==> src/rtl/snn_pkg.sv <==
// Shared defaults and helpers for the LIF oscillator network: widths, threshold,
// saturating clamp and the weight-address mapping.
package snn_pkg;

  localparam int SNN_N_NEURONS  = 4;
  localparam int SNN_V_WIDTH    = 8;
  localparam int SNN_W_WIDTH    = 8;
  localparam int SNN_THRESH     = 128;
  localparam int SNN_LEAK_SHIFT = 3;
  localparam int SNN_REFRAC     = 4;

  // Clamp a signed sum into the unsigned membrane range [0, 2^vw-1].
  function automatic logic [31:0] sat_u(input logic signed [31:0] x, input int vw);
    logic signed [31:0] vmax;
    vmax = (32'sd1 <<< vw) - 32'sd1;
    if (x < 0)         return 32'd0;
    else if (x > vmax) return 32'(vmax);
    else               return 32'(x);
  endfunction

  // Flat weight index: row = destination neuron, column = source neuron.
  function automatic int widx(input int dst, input int src, input int n);
    return dst * n + src;
  endfunction

endpackage

==> src/rtl/lif_neuron.sv <==
// One leaky integrate-and-fire neuron: membrane register, refractory counter and
// registered spike. Synaptic input arrives pre-summed from the parent network.
module lif_neuron
  import snn_pkg::*;
#(
  parameter int V_WIDTH    = SNN_V_WIDTH,
  parameter int SW         = SNN_V_WIDTH + 4,
  parameter int THRESH     = SNN_THRESH,
  parameter int LEAK_SHIFT = SNN_LEAK_SHIFT,
  parameter int REFRAC     = SNN_REFRAC
) (
  input  logic                 clk,
  input  logic                 rst_n,
  input  logic                 ena,
  input  logic [V_WIDTH-1:0]   bias,
  input  logic signed [SW-1:0] syn_in,
  output logic                 spike,
  output logic                 spike_next,
  output logic [V_WIDTH-1:0]   v_out
);

  localparam int RW = (REFRAC > 0) ? $clog2(REFRAC + 1) : 1;
  localparam logic [V_WIDTH:0] TH = (V_WIDTH + 1)'(THRESH);

  logic [V_WIDTH-1:0]   v_q;
  logic [RW-1:0]        refrac_q;
  logic signed [SW-1:0] sum;
  logic [V_WIDTH-1:0]   v_next;
  logic                 fire;

  always_comb begin
    sum = $signed({{(SW - V_WIDTH){1'b0}}, v_q})
        - $signed({{(SW - V_WIDTH){1'b0}}, v_q >> LEAK_SHIFT})
        + $signed({{(SW - V_WIDTH){1'b0}}, bias})
        + syn_in;
    v_next     = V_WIDTH'(sat_u(32'(sum), V_WIDTH));
    fire       = ({1'b0, v_next} >= TH);
    spike_next = ena && (refrac_q == '0) && fire;
  end

  // ena low freezes v and refrac but still clears the pulse so it never repeats.
  always_ff @(posedge clk or negedge rst_n) begin
    if (!rst_n) begin
      v_q      <= '0;
      refrac_q <= '0;
      spike    <= 1'b0;
    end else if (!ena) begin
      spike <= 1'b0;
    end else if (refrac_q != '0) begin
      v_q      <= '0;
      refrac_q <= refrac_q - 1'b1;
      spike    <= 1'b0;
    end else if (fire) begin
      v_q      <= '0;
      refrac_q <= RW'(REFRAC);
      spike    <= 1'b1;
    end else begin
      v_q   <= v_next;
      spike <= 1'b0;
    end
  end

  assign v_out = v_q;

endmodule

==> src/rtl/snn_oscillator_net.sv <==
// N-neuron LIF network with a programmable signed all-to-all coupling matrix.
// Owns the weight file, per-neuron synaptic adders and the spike-cycle counter.
module snn_oscillator_net
  import snn_pkg::*;
#(
  parameter int N_NEURONS  = SNN_N_NEURONS,
  parameter int V_WIDTH    = SNN_V_WIDTH,
  parameter int W_WIDTH    = SNN_W_WIDTH,
  parameter int THRESH     = SNN_THRESH,
  parameter int LEAK_SHIFT = SNN_LEAK_SHIFT,
  parameter int REFRAC     = SNN_REFRAC
) (
  input  logic                           clk,
  input  logic                           rst_n,
  input  logic                           ena,
  input  logic [N_NEURONS*V_WIDTH-1:0]   bias_in,
  input  logic                           cfg_we,
  input  logic [$clog2(N_NEURONS*N_NEURONS)-1:0] cfg_addr,
  input  logic [W_WIDTH-1:0]             cfg_wdata,
  output logic [N_NEURONS-1:0]           spike_out,
  output logic                           spike_any,
  output logic [7:0]                     spike_count
);

  localparam int AW = $clog2(N_NEURONS * N_NEURONS);
  localparam int SW = V_WIDTH + $clog2(N_NEURONS) + 2;

  // Sized to the full address space so any cfg_addr is a legal index.
  logic signed [W_WIDTH-1:0] w_q [2**AW];
  logic signed [SW-1:0]      syn [N_NEURONS];
  logic [N_NEURONS-1:0]      spike_next;
  logic [V_WIDTH-1:0]        v_dbg [N_NEURONS];

  always_ff @(posedge clk or negedge rst_n) begin
    if (!rst_n) begin
      for (int k = 0; k < 2**AW; k++) w_q[k] <= '0;
    end else if (cfg_we) begin
      w_q[cfg_addr] <= cfg_wdata;
    end
  end

  // Coupling uses registered spikes, so a spike reaches its targets one edge later.
  always_comb begin
    for (int i = 0; i < N_NEURONS; i++) begin
      syn[i] = '0;
      for (int j = 0; j < N_NEURONS; j++) begin
        if (j != i && spike_out[j]) syn[i] = syn[i] + SW'(w_q[widx(i, j, N_NEURONS)]);
      end
    end
  end

  for (genvar g = 0; g < N_NEURONS; g++) begin : g_neuron
    lif_neuron #(
      .V_WIDTH    (V_WIDTH),
      .SW         (SW),
      .THRESH     (THRESH),
      .LEAK_SHIFT (LEAK_SHIFT),
      .REFRAC     (REFRAC)
    ) u_neuron (
      .clk        (clk),
      .rst_n      (rst_n),
      .ena        (ena),
      .bias       (bias_in[g*V_WIDTH +: V_WIDTH]),
      .syn_in     (syn[g]),
      .spike      (spike_out[g]),
      .spike_next (spike_next[g]),
      .v_out      (v_dbg[g])
    );
  end

  always_ff @(posedge clk or negedge rst_n) begin
    if (!rst_n)                   spike_count <= '0;
    else if (ena && |spike_next)  spike_count <= spike_count + 8'd1;
  end

  assign spike_any = |spike_out;

endmodule
==> config.mk <==
export PLATFORM = sky130hd
export DESIGN_NAME = snn_oscillator_net
export DESIGN_NICKNAME = d
export VERILOG_FILES = /design/src/rtl/snn_pkg.sv /design/src/rtl/lif_neuron.sv /design/src/rtl/snn_oscillator_net.sv
export SDC_FILE = /design/constraint.sdc
export NUM_CORES = 1
export LEC_CHECK = 0
export ABC_AREA = 0
export CAP_MARGIN = 20
export CORE_AREA = 2 2 170 172
export CTS_CLUSTER_DIAMETER = 30
export DETAILED_ROUTE_END_ITERATION = 8
export DIE_AREA = 0 0 172 174
export PLACE_DENSITY = 0.74
export RECOVER_POWER = 50
export SLEW_MARGIN = 40
export SYNTH_ARGS = -nofsm -noshare
export SYNTH_HDL_FRONTEND = slang
export SYNTH_HIERARCHICAL = 1
export SYNTH_SLANG_ARGS = --single-unit
export TNS_END_PERCENT = 50
==> constraint.sdc <==
create_clock -name clk -period 9.15 [get_ports clk]
set_clock_uncertainty 0.2 [all_clocks]
set_input_delay 0.915 -clock clk [delete_from_list [all_inputs] [get_ports clk]]
set_output_delay 0.915 -clock clk [all_outputs]
set_load 0.03 [all_outputs]
==> impl_metrics.toml <==
[routing]
drt_first_pass_iters = 5
wirelength_mm = 35.7
drt_iter0_markers = 903
vias = 12100
drc = 0
via_per_inst = 5.97
ant_nets = 0
wire_per_inst_um = 17.7

[global_route]
grt_antenna_before_repair = 0
grt-ovfl-total = 0
grt_max_degree = 86
grt_pass1_vias = 12000
grt_usage_pct = 24.5
grt_pass1_wl_mm = 58.8

[critical_path]
cp_max_fo = 22
crit_path_start = "g_neuron[0].u_neuron/spike"
endpoint = "spike_count[5]"
critPathLaunchType = "register"
reg2reg_to = "spike_count[5]"
rr_worst_depth = 27
crit_required_ps = 9310
reg2reg_slack_ps = 1200
endpoint_kind = "register"
crit_type = "reg2reg"
rr_startpoint = "g_neuron[0].u_neuron/spike"
worst_ep_arrival_time_ps = 8110

[clock_network]
root_buffer = "clkbuf_16"
cts_tree = "yes"
cts_sinks = 152
cts_buffers = 17
post-cts-setup-buffer-count = 0
worstSkewPairLatency_ps = 440
hold_buffers = 0
cts-resized-gates = 0
clk_pin_slew_ps = 60
cts_buffer_depth = 2
htree_levels = 4

[power_and_ir_drop]
sw_frac_of_total_pct = 48.2
internal-power_uw = 3500
irDropWorstVdd_uv = 471
netSwitchingPower_uw = 3260
power_frac_comb_pct = 72.7
clkPwrFrac_pct = 11.8
p_seq_share_pct = 15.5
total_leakage_power_uw = 0.00753
powerDensity_nw_per_um2 = 409

[synthesis]
yosys_warnings = 6
ys_top_cells_by_count = "152 x dfrtp_1, 141 x ha_1, 118 x mux2_2"
netlist_instances = 1598
ys_types = 91
synth_area_leaders = "dfrtp_1 25%, ha_1 12%, mux2_2 8.9%"
synthFlopType = "dfrtp_1"
netlist_area_um2 = 14900
ys_seq_area_share_pct = 25.5
yosysMostFrequentCell = "dfrtp_1"
synth.avg_cell_area_um2 = 9.35
synth_seq_cells = 152
synthesis.nets = 1835
synthArstFlopShare_pct = 100
synth_edf_count = 0
synth_largest_area_cell = "dfrtp_1"
synth_top_cell_area_share_pct = 25.5

[finish]
fin_nets = 1864
area_growth_syn_to_layout_pct = 10.5
num_antenna_cells = 0
drive_gt1_share_pct = 12.8
stdcell_area_um2 = 16500
n_fill_cell = 2432
instances_no_fill = 2024
seq_area_um2 = 3800
multiInputGateArea_um2 = 10500

[sta]
relSlewSlack_pct = -221
rsz0062_at_grt = "false"
final_hold_viol_count = 0
slew_violations = 116
period_needed_ps = 7950
tightestPinTransition_ps = 4820
clock.fmax_mhz = 126
period_share_pct = 86.9
setup_violations = 0
setup_tns_ps = 0

[placement]
gp_congestion = 0.875
hpwl_mm = 26.3
io_buffers = 60
dpl_cell_area_um2 = 15900
dpl.cell_count = 1992

[floorplan]
initial_core_util_pct = 52.9
core_area_um2 = 28200
io_pins = 61
fp-row-count = 62
die_h_um = 174
die_area_um2 = 29900
dieWidth_um = 172

[flow_run]
maxCapViolCount = 2

[outcome]
status = "finished with violations"
failed_checks = "max-capacitance violations, max-slew violations"

[hold_path]
hold_class = "reg2reg"
[critical path: stages, from the launching register on]
cell      delay, ps
dfrtp_1         830
buf_4           360
nand2_1         150
fa_1            510
nor2b_1         190
o21ai_0         100
a21boi_0        450
o21ai_0         170
nand3_1         120
xor2_1          220
ha_1            320
o21a_1          190
o21ai_0         380
nor2_1           80
nor2_1          130
xnor2_1          70
mux2_2          280
fa_1            470
ha_1            360
a211oi_1        280
a21oi_1         160
o311ai_2        320
nand4_1         270
nor2b_1         230
o41a_1          530
and4_1          280
nand3_1         110
xnor2_1         120
[per-stage QoR]
step	hold WS, ps	worst slack, ps	total power, uW	utilization, %
2_1_floorplan	261	1480	4920	-
3_3_place_gp	275	1400	5770	56.1
3_5_place_dp	274	1350	5890	56.1
4_1_cts	284	1330	6740	58.5
5_1_grt	288	574	7390	58.4
6_report	279	1200	6750	58.4
[cell families after synthesis]
group	count (synthesis)	synth area share, %
compound gates	446	20.8
simple gates	368	12.9
fa+ha+maj	203	19.2
xor+xnor	119	6.98
flops	152	25.5
buf+inv	174	4.47
mux	136	10.1
[cell usage in the layout (no fill, tap or decap), types with 24 or more instances in the layout]
cell type and count:
a21o_1 57, a21oi_1 98, clkdlybuf4s50_1 57, dfrtp_1 151, fa_1 48, ha_1 141, inv_1 115, mux2_2 118
nand2_1 86, nand3_1 30, nor2_1 90, nor3_1 24, o21a_1 24, o21ai_0 67, xnor2_1 72, xor2_1 47
[power by group through the flow]
stage          Clock (uW)  Sequential [uW]  Combinational, uW
2_1_floorplan           0              989               3930
3_3_place_gp            0             1040               4730
3_5_place_dp            0             1050               4840
4_1_cts               812             1040               4890
5_1_grt               838             1070               5480
6_report              800             1050               4910
[cell type report]
class / instances / share of cell area (%)
Clock buffer: 19 / 2.68
Clock inverter: 13 / 1.33
Inverter: 117 / 2.66
Multi-Input combinational cell: 1272 / 63.4
Sequential cell: 152 / 23.1
Tap cell: 384 / 2.91
Timing Repair Buffer: 67 / 3.92
[registers in the layout, summed over array words and instances (netlist names)]
name / cells
g_neuron.u_neuron/v_out: 32
g_neuron.u_neuron/refrac_q: 12
g_neuron.u_neuron/spike: 4
w_q: 96
spike_count: 8
[how the worst min path moves through the flow]
stage                             startpoint                             to  slack [ps]  cells past startpoint
6_report                      spike_count[7]                 spike_count[7]         280                      1
5_1_grt                       spike_count[7]                 spike_count[7]         290                      1
4_1_cts                       spike_count[7]                 spike_count[7]         280                      1
3_5_place_dp                  spike_count[7]                 spike_count[7]         270                      1
3_3_place_gp                  spike_count[7]                 spike_count[7]         280                      1
2_1_floorplan  g_neuron[0].u_neuron/v_out[2]  g_neuron[0].u_neuron/v_out[2]         260                      1
[metal layers]
metal	part of all wire [%]	GRT usage (%)	up-vias	routed length [um]
li1	-	-	5862	-
met1	47	34.2	5860	16700
met2	46	39.0	306	16400
met3	5.2	4.21	54	1870
met4	2.2	7.53	0	799
met5	0	0	-	0
Power figures use the tool's default switching activity.
==> RTL edit (same flow settings) <==
Reset style: synchronous (`rst_n`), changed in 3 clocked blocks.
--- a/src/rtl/lif_neuron.sv
+++ b/src/rtl/lif_neuron.sv
@@ -39,7 +39,7 @@
   end
 
   // ena low freezes v and refrac but still clears the pulse so it never repeats.
-  always_ff @(posedge clk or negedge rst_n) begin
+  always_ff @(posedge clk) begin
     if (!rst_n) begin
       v_q      <= '0;
       refrac_q <= '0;
--- a/src/rtl/snn_oscillator_net.sv
+++ b/src/rtl/snn_oscillator_net.sv
@@ -31,7 +31,7 @@
   logic [N_NEURONS-1:0]      spike_next;
   logic [V_WIDTH-1:0]        v_dbg [N_NEURONS];
 
-  always_ff @(posedge clk or negedge rst_n) begin
+  always_ff @(posedge clk) begin
     if (!rst_n) begin
       for (int k = 0; k < 2**AW; k++) w_q[k] <= '0;
     end else if (cfg_we) begin
@@ -68,7 +68,7 @@
     );
   end
 
-  always_ff @(posedge clk or negedge rst_n) begin
+  always_ff @(posedge clk) begin
     if (!rst_n)                   spike_count <= '0;
     else if (ena && |spike_next)  spike_count <= spike_count + 8'd1;
   end
Function: changed (a bounded check fails within 4 cycles, from zero or initial values and one cycle with rst_n low; the reset may be asserted at any time).
==> RTL edit against the unedited design <==
- the run still ends with capacitance limit, slew limit left
- sequential cell count unchanged
- count of clock-buffer cells in the layout is 1 lower
- wire length is 9.4% lower
- final area decreased by 3.2%
- setup slack worse by 77 ps
- synthesized area decreased by 3.3%
Power is not shown: default switching activity piles up to over one toggle a cycle in this logic, so the estimate is an artifact.
==> RTL edit: results (changes against the unedited design) <==
Cts bufs inserted = 17 (unchanged)
Failing checks = capacitance limit, slew limit
Clk slew on worst S/H paths = 70 ps
Drt wl/cell = 16.1 um (-9.1%)
NumNets Final = 1,856 (-0.43%)
Number of max-slew violations in the final report = 44 (-62%)
Rel. slew slack = -35.8% (+190 points)
Worst Path Arrival = 8180 ps (+70 ps)
Synth Warn # = 6 (unchanged)
Tightest Hold Check Type = register to register
Drt via density = 5.65 (-5.4%)
Postcts setup bufs = 0 (unchanged)
Post-synthesis sequential area ratio = 27.7% (+2.3 points)
Layout cells sized above 1 = 7.66% (-5.1 points)
Top post-synthesis cells by count = ha_1 (141), a21oi_1 (124), and2_1 (123), nor2_1 (119), edfxtp_1 (96)
Cell variety after synth = 78 (-14%)
Status = finished, violations left
Root Buffer = clkbuf_16
Syn Inst Count = 1,575 (-1.4%)
Initial antenna violation count = 0 (unchanged)
Register with the most flip-flops = w_q
Storage cell area = 4010 sq um (+5.3%)
Worst-Skew Late Latency = 430 ps
H-tree depth = 4 (unchanged)
Maximum capacitance violations = 1 (-1)
Largest net degree at the start of global routing = 50 (-42%)
Crit path max fanout = 20 (-9.1%)
Bufs on Longest Clock Path = 2 (unchanged)
Post-synth EDFFs = 96 (+96)
All-Layer GR Usage = 22.2% (-2.3 points)
IO Port Bufs = 60 (unchanged)
Dpl hpwl = 25.0 mm (-5.0%)
Crit path max-delay cell type = dfxtp_1
Placed Area = 15,400 sq um (-2.8%)
Post-cts resize count = 0 (unchanged)
Iter 0 DRT Violations = 602 (-33%)
Number of global-route vias before repair = 11,200 (-6.7%)
Ant. Diodes = 0 (unchanged)
First-pass GRT wire length = 53.8 mm (-8.5%)
Post-synthesis async set-or-reset flop share = 0% (-100 points)
RePlAce Congestion = 0.852 (-2.6%)
Post-Syn Nets = 1,812 (-1.3%)
Drt pass-1 iters = 7 (+2)
Placed cell count = 1,984 (-0.40%)
Final wirelength = 32.4 mm (-9.4%)
Filler instances = 2,531 (+4.1%)
Largest register FFs = 96 (unchanged)
Pre-CTS WS = 1200 ps (-148 ps)
Synth top area cells = edfxtp_1 (20%), ha_1 (12%), dfxtp_1 (7.8%)
Max incr delay on CP = 740 ps (-90 ps)
[RTL edit: kinds of logic after synthesis]
| group | after synthesis | synth area share, % |
|---|---|---|
| AOI/OAI and AO/OA | 386 | 17.9 |
| adders and majority gates | 202 | 19.8 |
| muxes | 43 | 3.28 |
| DFF | 152 | 27.7 |
| buffers and inverters | 140 | 3.80 |
| xor gates and xnor gates | 134 | 8.12 |
| and+or+nand+nor | 518 | 19.4 |
[RTL edit: critical path: cells and delay by family, from the launching register on]
kind | cells | cell delay (ps)
multiplexers | 2 | 410
flip-flops | 1 | 740
AO/OA/AOI/OAI | 9 | 1970
AND/OR/NAND/NOR | 7 | 1660
buffers and inverters | 3 | 460
XOR/XNOR | 2 | 250
adder cells (fa/ha/maj) | 7 | 2230
[RTL edit: per-layer routing]
layer  vias to the layer above  track usage (%)  share of wire [%]
met5                         -                0                  0
li1                       5731                -                  -
met2                       207             38.1                 49
met3                        65             2.60                3.5
met4                         0             8.44                2.7
met1                      5384             28.7                 45
[RTL edit: worst paths after layout]
check,from,end,slack [ps],depth (start not counted)
min reg2reg,g_neuron[1].u_neuron/v_out[0],g_neuron[1].u_neuron/v_out[0],270,2
max,g_neuron[0].u_neuron/spike,spike_count[7],1120,30
min,g_neuron[1].u_neuron/v_out[0],g_neuron[1].u_neuron/v_out[0],270,2
max reg2reg,g_neuron[0].u_neuron/spike,spike_count[7],1120,30
[RTL edit: cell type report]
cell class / count / area share (%)
Clock buffer: 18 / 2.69
Clock inverter: 14 / 0.830
Inverter: 94 / 2.21
Multi-Input combinational cell: 1283 / 62.0
Sequential cell: 152 / 25.1
Tap cell: 384 / 3.01
Timing Repair Buffer: 71 / 4.14
